--- config.mk ---
export PLATFORM = sky130hd
export DESIGN_NAME = pattern_stream_decoder_flat
export DESIGN_NICKNAME = d
export VERILOG_FILES = /design/src/rtl/pattern_stream_decoder_if.sv /design/src/rtl/pattern_stream_decoder.sv /design/src/flat_wrapper.sv
export SDC_FILE = /design/constraint.sdc
export NUM_CORES = 1
export LEC_CHECK = 0
export ABC_CLOCK_PERIOD_IN_PS = 9400
export BUFFER_PORTS_ARGS = -buffer_cell sky130_fd_sc_hd__buf_2
export CORE_MARGIN = 2
export CORE_UTILIZATION = 45
export DETAILED_ROUTE_END_ITERATION = 7
export HOLD_SLACK_MARGIN = 0.03
export PLACE_DENSITY = 0.64
export SYNTH_ARGS = -nofsm -noshare
export SYNTH_HDL_FRONTEND = slang
export SYNTH_SLANG_ARGS = --single-unit
--- constraint.sdc ---
create_clock -name clk -period 9.4 [get_ports clk]
set_input_delay 0 -clock clk [delete_from_list [all_inputs] [get_ports clk]]
set_output_delay 0 -clock clk [all_outputs]
set_load 0.03 [all_outputs]
--- src/rtl/pattern_stream_decoder_if.sv ---
// Handshake bundle for pattern_stream_decoder: start/status, memory
// request/response and index output channels.
interface pattern_stream_decoder_if #(
    parameter int unsigned INDEX_WIDTH = 32,
    parameter int unsigned ADDR_WIDTH  = 48,
    parameter int unsigned DATA_WIDTH  = 64
) ();
    logic                   start;
    logic [ADDR_WIDTH-1:0]  start_addr;
    logic                   req;
    logic [ADDR_WIDTH-1:0]  req_addr;
    logic                   req_stall;
    logic                   push;
    logic [DATA_WIDTH-1:0]  data;
    logic                   index_push;
    logic [INDEX_WIDTH-1:0] row;
    logic [INDEX_WIDTH-1:0] col;
    logic                   index_stall;
    logic                   busy;
    logic                   done;

    // Driver side: stimulus, memory and consumer.
    modport master (
        output start, start_addr, req_stall, push, data, index_stall,
        input  req, req_addr, index_push, row, col, busy, done
    );

    // Decoder side.
    modport slave (
        input  start, start_addr, req_stall, push, data, index_stall,
        output req, req_addr, index_push, row, col, busy, done
    );
endinterface

--- src/rtl/pattern_stream_decoder.sv ---
// Fetches a packed delta-encoded nonzero pattern from word-addressed memory
// and emits one (row, col) pair per DELTA code. Words are prefetched into a
// small buffer; request credit keeps buffered plus in-flight words within
// FIFO_DEPTH so responses never need to be refused.
module pattern_stream_decoder #(
    parameter int unsigned INDEX_WIDTH = 32,
    parameter int unsigned ADDR_WIDTH  = 48,
    parameter int unsigned DATA_WIDTH  = 64,
    parameter int unsigned CODE_WIDTH  = 16,
    parameter int unsigned FIFO_DEPTH  = 8
) (
    input logic                    clk,
    input logic                    rst,
    pattern_stream_decoder_if.slave bus
);
    localparam int unsigned CodesPerWord = DATA_WIDTH / CODE_WIDTH;
    localparam int unsigned SubW         = (CodesPerWord > 1) ? $clog2(CodesPerWord) : 1;
    localparam int unsigned PtrW         = $clog2(FIFO_DEPTH);
    localparam int unsigned CntW         = PtrW + 1;
    localparam int unsigned PayW         = CODE_WIDTH - 2;

    typedef enum logic [1:0] {StIdle, StRun, StDrain} state_e;

    localparam logic [1:0] OpDelta  = 2'b00;
    localparam logic [1:0] OpNewRow = 2'b01;
    localparam logic [1:0] OpNop    = 2'b10;

    state_e                 state_q, state_d;
    logic [DATA_WIDTH-1:0]  fifo_q [FIFO_DEPTH];
    logic [PtrW-1:0]        wr_ptr_q, wr_ptr_d;
    logic [PtrW-1:0]        rd_ptr_q, rd_ptr_d;
    logic [CntW-1:0]        count_q, count_d;   // words buffered, not fully consumed
    logic [CntW-1:0]        outst_q, outst_d;   // requests transferred, awaiting response
    logic [SubW-1:0]        sub_q, sub_d;       // code index within head word
    logic [INDEX_WIDTH-1:0] row_q, row_d;
    logic [INDEX_WIDTH-1:0] col_q, col_d;
    logic                   req_q, req_d;
    logic [ADDR_WIDTH-1:0]  req_addr_q, req_addr_d;
    logic                   index_push_q, index_push_d;
    logic                   done_q, done_d;
    logic                   wr_en;

    logic [DATA_WIDTH-1:0]  head_word;
    logic [CODE_WIDTH-1:0]  code;
    logic [1:0]             opcode;
    logic [PayW-1:0]        payload;
    logic [INDEX_WIDTH-1:0] payload_ext;
    logic                   xfer;
    logic                   resp;
    logic                   consume;
    logic                   last_code;
    logic [CntW:0]          credit_sum;

    assign head_word   = fifo_q[rd_ptr_q];
    assign code        = CODE_WIDTH'(head_word >> (32'(sub_q) * CODE_WIDTH));
    assign opcode      = code[CODE_WIDTH-1 -: 2];
    assign payload     = code[PayW-1:0];
    // Size cast zero-extends, or truncates when rows/cols are narrower than
    // the payload; either way the result is the payload mod 2^INDEX_WIDTH.
    assign payload_ext = INDEX_WIDTH'(payload);
    assign xfer        = req_q & ~bus.req_stall;
    assign resp        = bus.push & (outst_q != '0);
    assign consume     = (state_q == StRun) & (count_q != '0) & ~bus.index_stall;
    assign last_code   = (sub_q == SubW'(CodesPerWord - 1));

    // Next-state, buffer bookkeeping, decode and request credit.
    always_comb begin
        state_d      = state_q;
        wr_ptr_d     = wr_ptr_q;
        rd_ptr_d     = rd_ptr_q;
        count_d      = count_q;
        outst_d      = outst_q + CntW'(xfer) - CntW'(resp);
        sub_d        = sub_q;
        row_d        = row_q;
        col_d        = col_q;
        req_addr_d   = xfer ? req_addr_q + ADDR_WIDTH'(1) : req_addr_q;
        index_push_d = 1'b0;
        done_d       = 1'b0;
        wr_en        = 1'b0;
        credit_sum   = '0;

        unique case (state_q)
            StIdle: begin
                if (bus.start) begin
                    state_d    = StRun;
                    row_d      = '0;
                    col_d      = '0;
                    req_addr_d = bus.start_addr;
                    wr_ptr_d   = '0;
                    rd_ptr_d   = '0;
                    count_d    = '0;
                    outst_d    = '0;
                    sub_d      = '0;
                end
            end
            StRun: begin
                if (bus.push) begin
                    wr_en    = 1'b1;
                    wr_ptr_d = wr_ptr_q + PtrW'(1);
                    count_d  = count_q + CntW'(1);
                end
                if (consume) begin
                    if (opcode == OpDelta) begin
                        col_d        = col_q + payload_ext;
                        index_push_d = 1'b1;
                    end else if (opcode == OpNewRow) begin
                        row_d = row_q + payload_ext;
                        col_d = '0;
                    end else if (opcode == OpNop) begin
                        row_d = row_q;
                    end
                    if (opcode == 2'b11) begin
                        // END: everything buffered, including a word landing
                        // this cycle, is thrown away.
                        state_d = StDrain;
                        wr_en   = 1'b0;
                        count_d = '0;
                        sub_d   = '0;
                    end else if (last_code) begin
                        sub_d    = '0;
                        rd_ptr_d = rd_ptr_q + PtrW'(1);
                        count_d  = count_d - CntW'(1);
                    end else begin
                        sub_d = sub_q + SubW'(1);
                    end
                end
            end
            StDrain: begin
                if (outst_q == '0 && !bus.push) begin
                    state_d = StIdle;
                    done_d  = 1'b1;
                end
            end
            default: state_d = StIdle;
        endcase

        // A presented request is reserved against credit; a stalled one stays
        // within credit because the buffered+outstanding sum can only fall.
        credit_sum = {1'b0, count_d} + {1'b0, outst_d};
        req_d      = (state_d == StRun) && (credit_sum < (CntW + 1)'(FIFO_DEPTH));
    end

    // State and control registers.
    always_ff @(posedge clk or negedge rst) begin
        if (!rst) begin
            state_q      <= StIdle;
            wr_ptr_q     <= '0;
            rd_ptr_q     <= '0;
            count_q      <= '0;
            outst_q      <= '0;
            sub_q        <= '0;
            row_q        <= '0;
            col_q        <= '0;
            req_q        <= 1'b0;
            req_addr_q   <= '0;
            index_push_q <= 1'b0;
            done_q       <= 1'b0;
        end else begin
            state_q      <= state_d;
            wr_ptr_q     <= wr_ptr_d;
            rd_ptr_q     <= rd_ptr_d;
            count_q      <= count_d;
            outst_q      <= outst_d;
            sub_q        <= sub_d;
            row_q        <= row_d;
            col_q        <= col_d;
            req_q        <= req_d;
            req_addr_q   <= req_addr_d;
            index_push_q <= index_push_d;
            done_q       <= done_d;
        end
    end

    // Buffer storage; validity is tracked by count_q, so no reset needed.
    always_ff @(posedge clk) begin
        if (wr_en) begin
            fifo_q[wr_ptr_q] <= bus.data;
        end
    end

    assign bus.req        = req_q;
    assign bus.req_addr   = req_addr_q;
    assign bus.index_push = index_push_q;
    assign bus.row        = row_q;
    assign bus.col        = col_q;
    assign bus.busy       = (state_q != StIdle);
    assign bus.done       = done_q;
endmodule

--- src/flat_wrapper.sv ---
// flat-port wrapper written by rule: the top's interface ports become plain ports
module pattern_stream_decoder_flat 
#(
    parameter int unsigned INDEX_WIDTH = 32,
    parameter int unsigned ADDR_WIDTH  = 48,
    parameter int unsigned DATA_WIDTH  = 64,
    parameter int unsigned CODE_WIDTH  = 16,
    parameter int unsigned FIFO_DEPTH  = 8
)
  (clk, rst, bus_start, bus_start_addr, bus_req_stall, bus_push, bus_data, bus_index_stall, bus_req, bus_req_addr, bus_index_push, bus_row, bus_col, bus_busy, bus_done);
  pattern_stream_decoder_if #(.INDEX_WIDTH(INDEX_WIDTH), .ADDR_WIDTH(ADDR_WIDTH), .DATA_WIDTH(DATA_WIDTH)) bus_i ();
  input logic clk;
  input logic rst;
  input wire logic [$bits(bus_i.start)-1:0] bus_start;
  input wire logic [$bits(bus_i.start_addr)-1:0] bus_start_addr;
  input wire logic [$bits(bus_i.req_stall)-1:0] bus_req_stall;
  input wire logic [$bits(bus_i.push)-1:0] bus_push;
  input wire logic [$bits(bus_i.data)-1:0] bus_data;
  input wire logic [$bits(bus_i.index_stall)-1:0] bus_index_stall;
  output wire logic [$bits(bus_i.req)-1:0] bus_req;
  output wire logic [$bits(bus_i.req_addr)-1:0] bus_req_addr;
  output wire logic [$bits(bus_i.index_push)-1:0] bus_index_push;
  output wire logic [$bits(bus_i.row)-1:0] bus_row;
  output wire logic [$bits(bus_i.col)-1:0] bus_col;
  output wire logic [$bits(bus_i.busy)-1:0] bus_busy;
  output wire logic [$bits(bus_i.done)-1:0] bus_done;
  assign bus_i.start = bus_start;
  assign bus_i.start_addr = bus_start_addr;
  assign bus_i.req_stall = bus_req_stall;
  assign bus_i.push = bus_push;
  assign bus_i.data = bus_data;
  assign bus_i.index_stall = bus_index_stall;
  assign bus_req = bus_i.req;
  assign bus_req_addr = bus_i.req_addr;
  assign bus_index_push = bus_i.index_push;
  assign bus_row = bus_i.row;
  assign bus_col = bus_i.col;
  assign bus_busy = bus_i.busy;
  assign bus_done = bus_i.done;
  pattern_stream_decoder #(.INDEX_WIDTH(INDEX_WIDTH), .ADDR_WIDTH(ADDR_WIDTH), .DATA_WIDTH(DATA_WIDTH), .CODE_WIDTH(CODE_WIDTH), .FIFO_DEPTH(FIFO_DEPTH)) u_core (.clk(clk), .rst(rst), .bus(bus_i));
endmodule
==> results of run 1 <==
-- worst max-delay path by stage --
| stage | startpoint | to | slack (ns) |
|---|---|---|---|
| 6_report | u_core.rd_ptr_q[0] | u_core.bus.row[18] | 3.69 |
| 3_5_place_dp | u_core.rd_ptr_q[0] | u_core.bus.row[18] | 3.62 |
| 5_1_grt | u_core.rd_ptr_q[0] | u_core.bus.row[27] | 3.05 |
| 3_3_place_gp | u_core.rd_ptr_q[0] | u_core.bus.row[20] | 3.62 |
| 4_1_cts | u_core.rd_ptr_q[0] | u_core.bus.row[18] | 3.59 |
| 2_1_floorplan | u_core.rd_ptr_q[0] | u_core.fifo_q[1][0] | 2.49 |
-- per-stage QoR --
stage | cell area (um^2) | utilization | worst slack (ns)
after floorplan | 27500 | - | 2.49
after global placement | 29600 | 0.490 | 3.62
after detailed placement | 29600 | 0.490 | 3.62
after CTS | 33000 | 0.547 | 3.59
after global routing | 33000 | 0.547 | 3.05
final | 33000 | 0.547 | 3.69
-- registers in the layout (all words and copies together) (netlist names) --
register / count
u_core.state_q: 2
u_core.bus.req: 1
u_core.outst_q: 4
u_core.wr_ptr_q: 3
u_core.fifo_q: 512
u_core.bus.done: 1
u_core.bus.req_addr: 48
u_core.sub_q: 2
u_core.bus.index_push: 1
u_core.bus.row: 32
u_core.rd_ptr_q: 3
u_core.count_q: 4
u_core.bus.col: 32
-- area by class of cell --
cell class	count	area (um^2)
antenna	3	7.51
tap	782	978
clock buffer	91	1850
fill	4758	27400
timing repair buffer	376	2570
multi-input combinational	912	8430
clock inverter	37	350
inverter	27	101
sequential	645	18700
-- cell families (layout without fill, tap and decap cells) --
logic type,after synthesis,after routing,share of synthesized area
mux,183,183,0.135
fa+ha+maj,46,46,0.0217
flops,645,645,0.680
other cells,0,3,0
xor+xnor,92,92,0.0293
compound gates,200,200,0.0470
simple gates,391,391,0.0717
buf+inv,96,531,0.0154
-- metal layers --
layer	global-route usage	vias up	wire length, um
li1	-	7253	-
met1	0.276	8243	27100
met2	0.335	475	31100
met3	0.0419	98	3930
met4	0.0605	14	1300
met5	0	-	96
-- what timing repair did --
action,in CTS,in global routing
hold endpoints to repair,631,0
gates resized for setup,0,0
hold buffers,122,0
setup endpoints to repair,0,0
-- power by group through the flow --
| stage | Clock (mW) | Combinational [mW] | Sequential (mW) |
|---|---|---|---|
| 3_3_place_gp | 0 | 3.01 | 3.81 |
| 2_1_floorplan | 0 | 1.95 | 4.05 |
| 4_1_cts | 2.70 | 3.11 | 3.78 |
| 6_report | 2.63 | 3.09 | 3.77 |
| 3_5_place_dp | 0 | 3.04 | 3.83 |
| 5_1_grt | 2.82 | 3.36 | 3.82 |
-- worst reg2reg max path: cells and delay by family (launching register included) --
family                     cells  cell delay (ns)
DFF                            1             0.62
and+or+nand+nor                3             0.36
xor gates and xnor gates       1             0.20
buffers and inverters          2             1.36
muxes                          3             1.42
adders and majority gates      1             0.24
AOI/OAI and AO/OA              4             1.34
-- cell usage after synthesis (5+ instances only) --
cell type / instances
a22o_1: 5
clkbuf_1: 43
nor2b_1: 5
ha_1: 43
nand3_1: 53
nor4b_1: 5
nor4_1: 6
mux4_2: 147
nand4_1: 17
xor2_1: 45
dfrtp_1: 133
mux2i_1: 22
a21oi_1: 36
nand2b_1: 12
xnor2_1: 47
o21ai_0: 82
nor2_1: 80
buf_4: 6
and2_1: 13
and3_1: 12
nand2_1: 131
o21a_1: 9
a21o_1: 9
inv_1: 26
mux2_2: 13
nor4_2: 7
or3_1: 10
edfxtp_1: 512
nor3_1: 13
buf_2: 12
o31ai_1: 14
a32o_1: 6
and4_1: 10
a211oi_1: 5
==> metrics.txt, run 1 <==
Yosys cell types=74; Vias/cell=5.60; outcome=completed; Worst Hold Depth=4; vias in the first global route=between 15k and 20k; Clock Latency Late Sink=0.62 ns; worst r2r path cells=14; most frequent cells in the layout=edfxtp_1 (512), buf_2 (232), mux4_2 (147); Max Clk Rate=0.175 GHz; drt drc=0; number of placed instances, taps included=~2.6k; width of the die=~250 um; R2R Setup Slk=3.69 ns; io pins=234; H-tree levels=3; Synth async-reset ratio=0.206; Max-slew headroom=0.269; Net Sw Frac=0.342; Setup CP Type=reg2reg; maxcap violations=0; synthesized cell area=0.0275 mm^2; Max Clock Skew=0.0290 ns; CTS tree=done; Yosys top cell area share=0.559; routability cong.=0.844; max incr delay on CP=0.80 ns; Top delay family on crit path=multiplexers; Critical Path Start Type=flip-flop; worst hold endpoint=u_core.outst_q[0]; FP Rows=90; worst hold margin=between 0.1 and 0.15 ns; Final Hold Fails=0; Synth area leader=edfxtp_1; leakage power=11.7 nW; crit path max fanout=50; Overflow after GRT=0; die area=about 0.063 mm^2; top cells by area, synth=edfxtp_1 (56%), dfrtp_1 (12%), mux4_2 (12%); All-Layer GR Usage=0.204; WP data arrival=6.15 ns; RR Startpoint=u_core.rd_ptr_q[0]; Worst Setup End Kind=flip-flop; clock-pin slew on the worst setup and hold paths=about 0.06 ns; largest vdd supply drop=0.144 mV; pin count of the biggest net entering global routing=117; Buf/Inv on CP=2; clk sinks=645; Critical Path RT=approximately 9.9 ns; Tot Pwr=9.50 mW; DRT iter0 DRCs=approximately 1.3k; Worst-Margin Slew=~1.1 ns; Syn. warnings=0; HP Start=bus_req_stall; WL/cell=around 22 um; DRT antenna net count=0; via count=16.1k; WL final=between 60000 and 70000 um; commonest non-fill, non-tap cell in the layout=edfxtp_1; CTS buffer count=70; Die Ht=between 200 and 300 um; post-CTS setup buffer count=0; Clock Path Buffers=3; initial core utilization=0.456; Worst Hold Class=in2reg; Comb power frac=0.325; detailed placement HPWL=38500 um; ys flop type=edfxtp_1; FF-to-FF End=u_core.bus.row[18]; Synth Register Bits=around 650; critical path cell sequence=buf_4, buf_4, mux4_2, mux4_2, mux2_2, ha_1, and2_1, o21ai_0, o31ai_1, o41a_1, a31oi_1, nor4b_1, xnor2_1, nor2_1; Pwr Density=288 mW/mm^2; CTS root buf=clkbuf_16; Final Non-Filler Cells=2873; setup TNS=0 ns; Crit path depth=14; share of layout cells above drive strength 1=0.266; EDFF count, synth=512; power share of the sequential group=0.397; fin crit share=0.607; Synth Net Count=1817; first-pass GRT wire length=~98000 um; P_sw=3.24 mW; crit path time final=5.71 ns; area delta synth->final=20.0%; max-slew violations=0; Placeable Area=0.0604 mm^2; register area share after synthesis=0.680; DRT Pass-1 Iters=5; RSZ-0062 raised after global routing=no; Post-Syn Instances=1653; fin nets=2196; Pint=6.25 mW; initial antenna violation count=10; Finish-stage setup viols=0; port buffer count=233; Mean Syn Cell Area=16.6 um^2; power share of the clock group=0.277; slowest CP cell=buf_4
(Power assumes the default switching activity.)
==> inputs of run 2 (changes only) <==
--- a/config.mk
+++ b/config.mk
@@ -5,13 +5,13 @@
 export SDC_FILE = /design/constraint.sdc
 export NUM_CORES = 1
 export LEC_CHECK = 0
-export ABC_CLOCK_PERIOD_IN_PS = 9400
+export ABC_CLOCK_PERIOD_IN_PS = 5010
 export BUFFER_PORTS_ARGS = -buffer_cell sky130_fd_sc_hd__buf_2
 export CORE_MARGIN = 2
 export CORE_UTILIZATION = 45
 export DETAILED_ROUTE_END_ITERATION = 7
 export HOLD_SLACK_MARGIN = 0.03
-export PLACE_DENSITY = 0.64
+export PLACE_DENSITY = 0.66
 export SYNTH_ARGS = -nofsm -noshare
 export SYNTH_HDL_FRONTEND = slang
 export SYNTH_SLANG_ARGS = --single-unit
==> constraint.sdc (replaced) <==
create_clock -name clk -period 5.01 [get_ports clk]
set_input_delay 0 -clock clk [delete_from_list [all_inputs] [get_ports clk]]
set_output_delay 0 -clock clk [all_outputs]
set_load 0.03 [all_outputs]
==> metrics.txt, run 2 (same netlist as run 1, synthesis figures left out) <==
Max Clock Skew=0.0354 ns; commonest non-fill, non-tap cell in the layout=edfxtp_1; Worst Hold Class=in2async; maxcap violations=0; DRT iter0 DRCs=1481; RSZ-0062 raised after global routing=no; Critical Path RT=5.52 ns; crit path time final=4.71 ns; WP data arrival=5.21 ns; port buffer count=233; Final Hold Fails=0; Max Clk Rate=0.212 GHz; vias in the first global route=around 17k; die area=approximately 0.063 mm^2; Setup CP Type=reg2reg; Tot Pwr=about 18 mW; fin nets=2233; DRT antenna net count=0; pin count of the biggest net entering global routing=87; initial antenna violation count=10; WL/cell=22.4 um; number of placed instances, taps included=2640; FP Rows=90; CTS buffer count=69; Max-slew headroom=0.278; Clock Latency Late Sink=slightly above 0.6 ns; detailed placement HPWL=40600 um; share of layout cells above drive strength 1=0.273; io pins=234; initial core utilization=0.456; Worst Setup End Kind=flip-flop; CTS tree=done; Vias/cell=5.62; via count=roughly 16k; clock-pin slew on the worst setup and hold paths=0.06 ns; Finish-stage setup viols=0; width of the die=251 um; All-Layer GR Usage=0.209; area delta synth->final=22.4%; Worst-Margin Slew=approximately 1.1 ns; DRT Pass-1 Iters=7; WL final=65000 um; clk sinks=645; leakage power=11.9 nW; Die Ht=251 um; largest vdd supply drop=0.280 mV; H-tree levels=3; max reg flops=a little over 500; first-pass GRT wire length=100000 um; Clock Path Buffers=3; final instance area=0.0337 mm^2; routability cong.=between 0.8 and 0.9; Critical Path Start Type=flip-flop; max-slew violations=0; most frequent cells in the layout=edfxtp_1 (512), buf_2 (232), mux4_2 (147); post-CTS setup buffer count=0; CTS root buf=clkbuf_16; outcome=completed; Placeable Area=0.0604 mm^2; crit path max fanout=40; fin crit share=0.940; Overflow after GRT=0; Fillers=4613; placed standard-cell area=0.0300 mm^2; Final Non-Filler Cells=2907; drt drc=0; R2R Setup Slk=0.30 ns; Top reg by flops=u_core.fifo_q; Pwr Density=538 mW/mm^2
==> run 2: cell types whose count changed in the layout (fill, tap and decap cells not counted), moves of 4 or more <==
| cell | previous run | this run |
|---|---|---|
| clkinv_1 | 11 | 15 |
| buf_4 | 21 | 16 |
| clkbuf_1 | 20 | 9 |
| dlygate4sd3_1 | 121 | 140 |
| buf_12 | 0 | 23 |
==> run 2: timing repair <==
action / in CTS / in global routing
resized for setup: 0 / 5
endpoints found under the setup margin: 0 / 16
endpoints found under the hold margin: 677 / 0
hold buffers: 140 / 0
==> run 2: where the power goes <==
group	switching, mW	internal [mW]
sequential	0.542	6.57
combinational	3.52	2.50
clock	2.09	2.87
total	6.16	11.9
==> run 2: routing by layer <==
metal | wire [um] | GRT usage
met5 | 66 | 0
met3 | 4170 | 0.0429
met1 | 27100 | 0.276
met4 | 1530 | 0.0619
met2 | 32100 | 0.350
==> run 2: area by class of cell <==
cell class / count / area [um^2] / share of cell area
multi-input combinational: 912 / 8460 / 0.251
sequential: 645 / 18700 / 0.556
inverter: 27 / 101 / 0.00301
antenna: 4 / 10.0 / 0.000297
clock buffer: 80 / 1810 / 0.0538
timing repair buffer: 414 / 3180 / 0.0945
clock inverter: 43 / 402 / 0.0119
tap: 782 / 978 / 0.0291
==> run 2: per-stage QoR <==
| stage | hold WS (ns) | setup WS [ns] | TNS [ns] | util |
|---|---|---|---|---|
| 2_1_floorplan | -0.296 | -0.184 | -66.68 | - |
| 3_3_place_gp | 0.127 | 0.201 | 0 | 0.497 |
| 3_5_place_dp | 0.131 | 0.204 | 0 | 0.497 |
| 4_1_cts | 0.0435 | 0.117 | 0 | 0.557 |
| 5_1_grt | 0.0992 | 0.00434 | 0 | 0.558 |
| 6_report | 0.0415 | 0.302 | 0 | 0.558 |
==> run 2: worst paths after layout <==
| kind | start | endpoint | depth (start not counted) |
|---|---|---|---|
| setup / recovery | u_core.rd_ptr_q[0] | u_core.bus.col[26] | 13 |
| hold / removal | rst | u_core.bus.req_addr[29] | 2 |
| setup reg to reg | u_core.rd_ptr_q[0] | u_core.bus.col[26] | 13 |
| hold reg to reg | u_core.bus.row[13] | u_core.bus.row[13] | 2 |
| max in group asynchronous | rst | u_core.bus.col[9] | 3 |
| min in group clk | bus_req_stall | u_core.outst_q[0] | 4 |
==> run 2: worst max-delay path, stage by stage, from the launching register on <==
cell and delay [ns]:
dfrtp_4 0.44, buf_12 0.25, buf_12 0.32, mux4_2 0.56
mux4_2 0.50, mux2_2 0.37, ha_1 0.32, o21a_1 0.14
o31ai_1 0.11, a21oi_1 0.26, o41ai_1 0.15, or4b_4 0.59
or3_1 0.38, a21oi_1 0.16
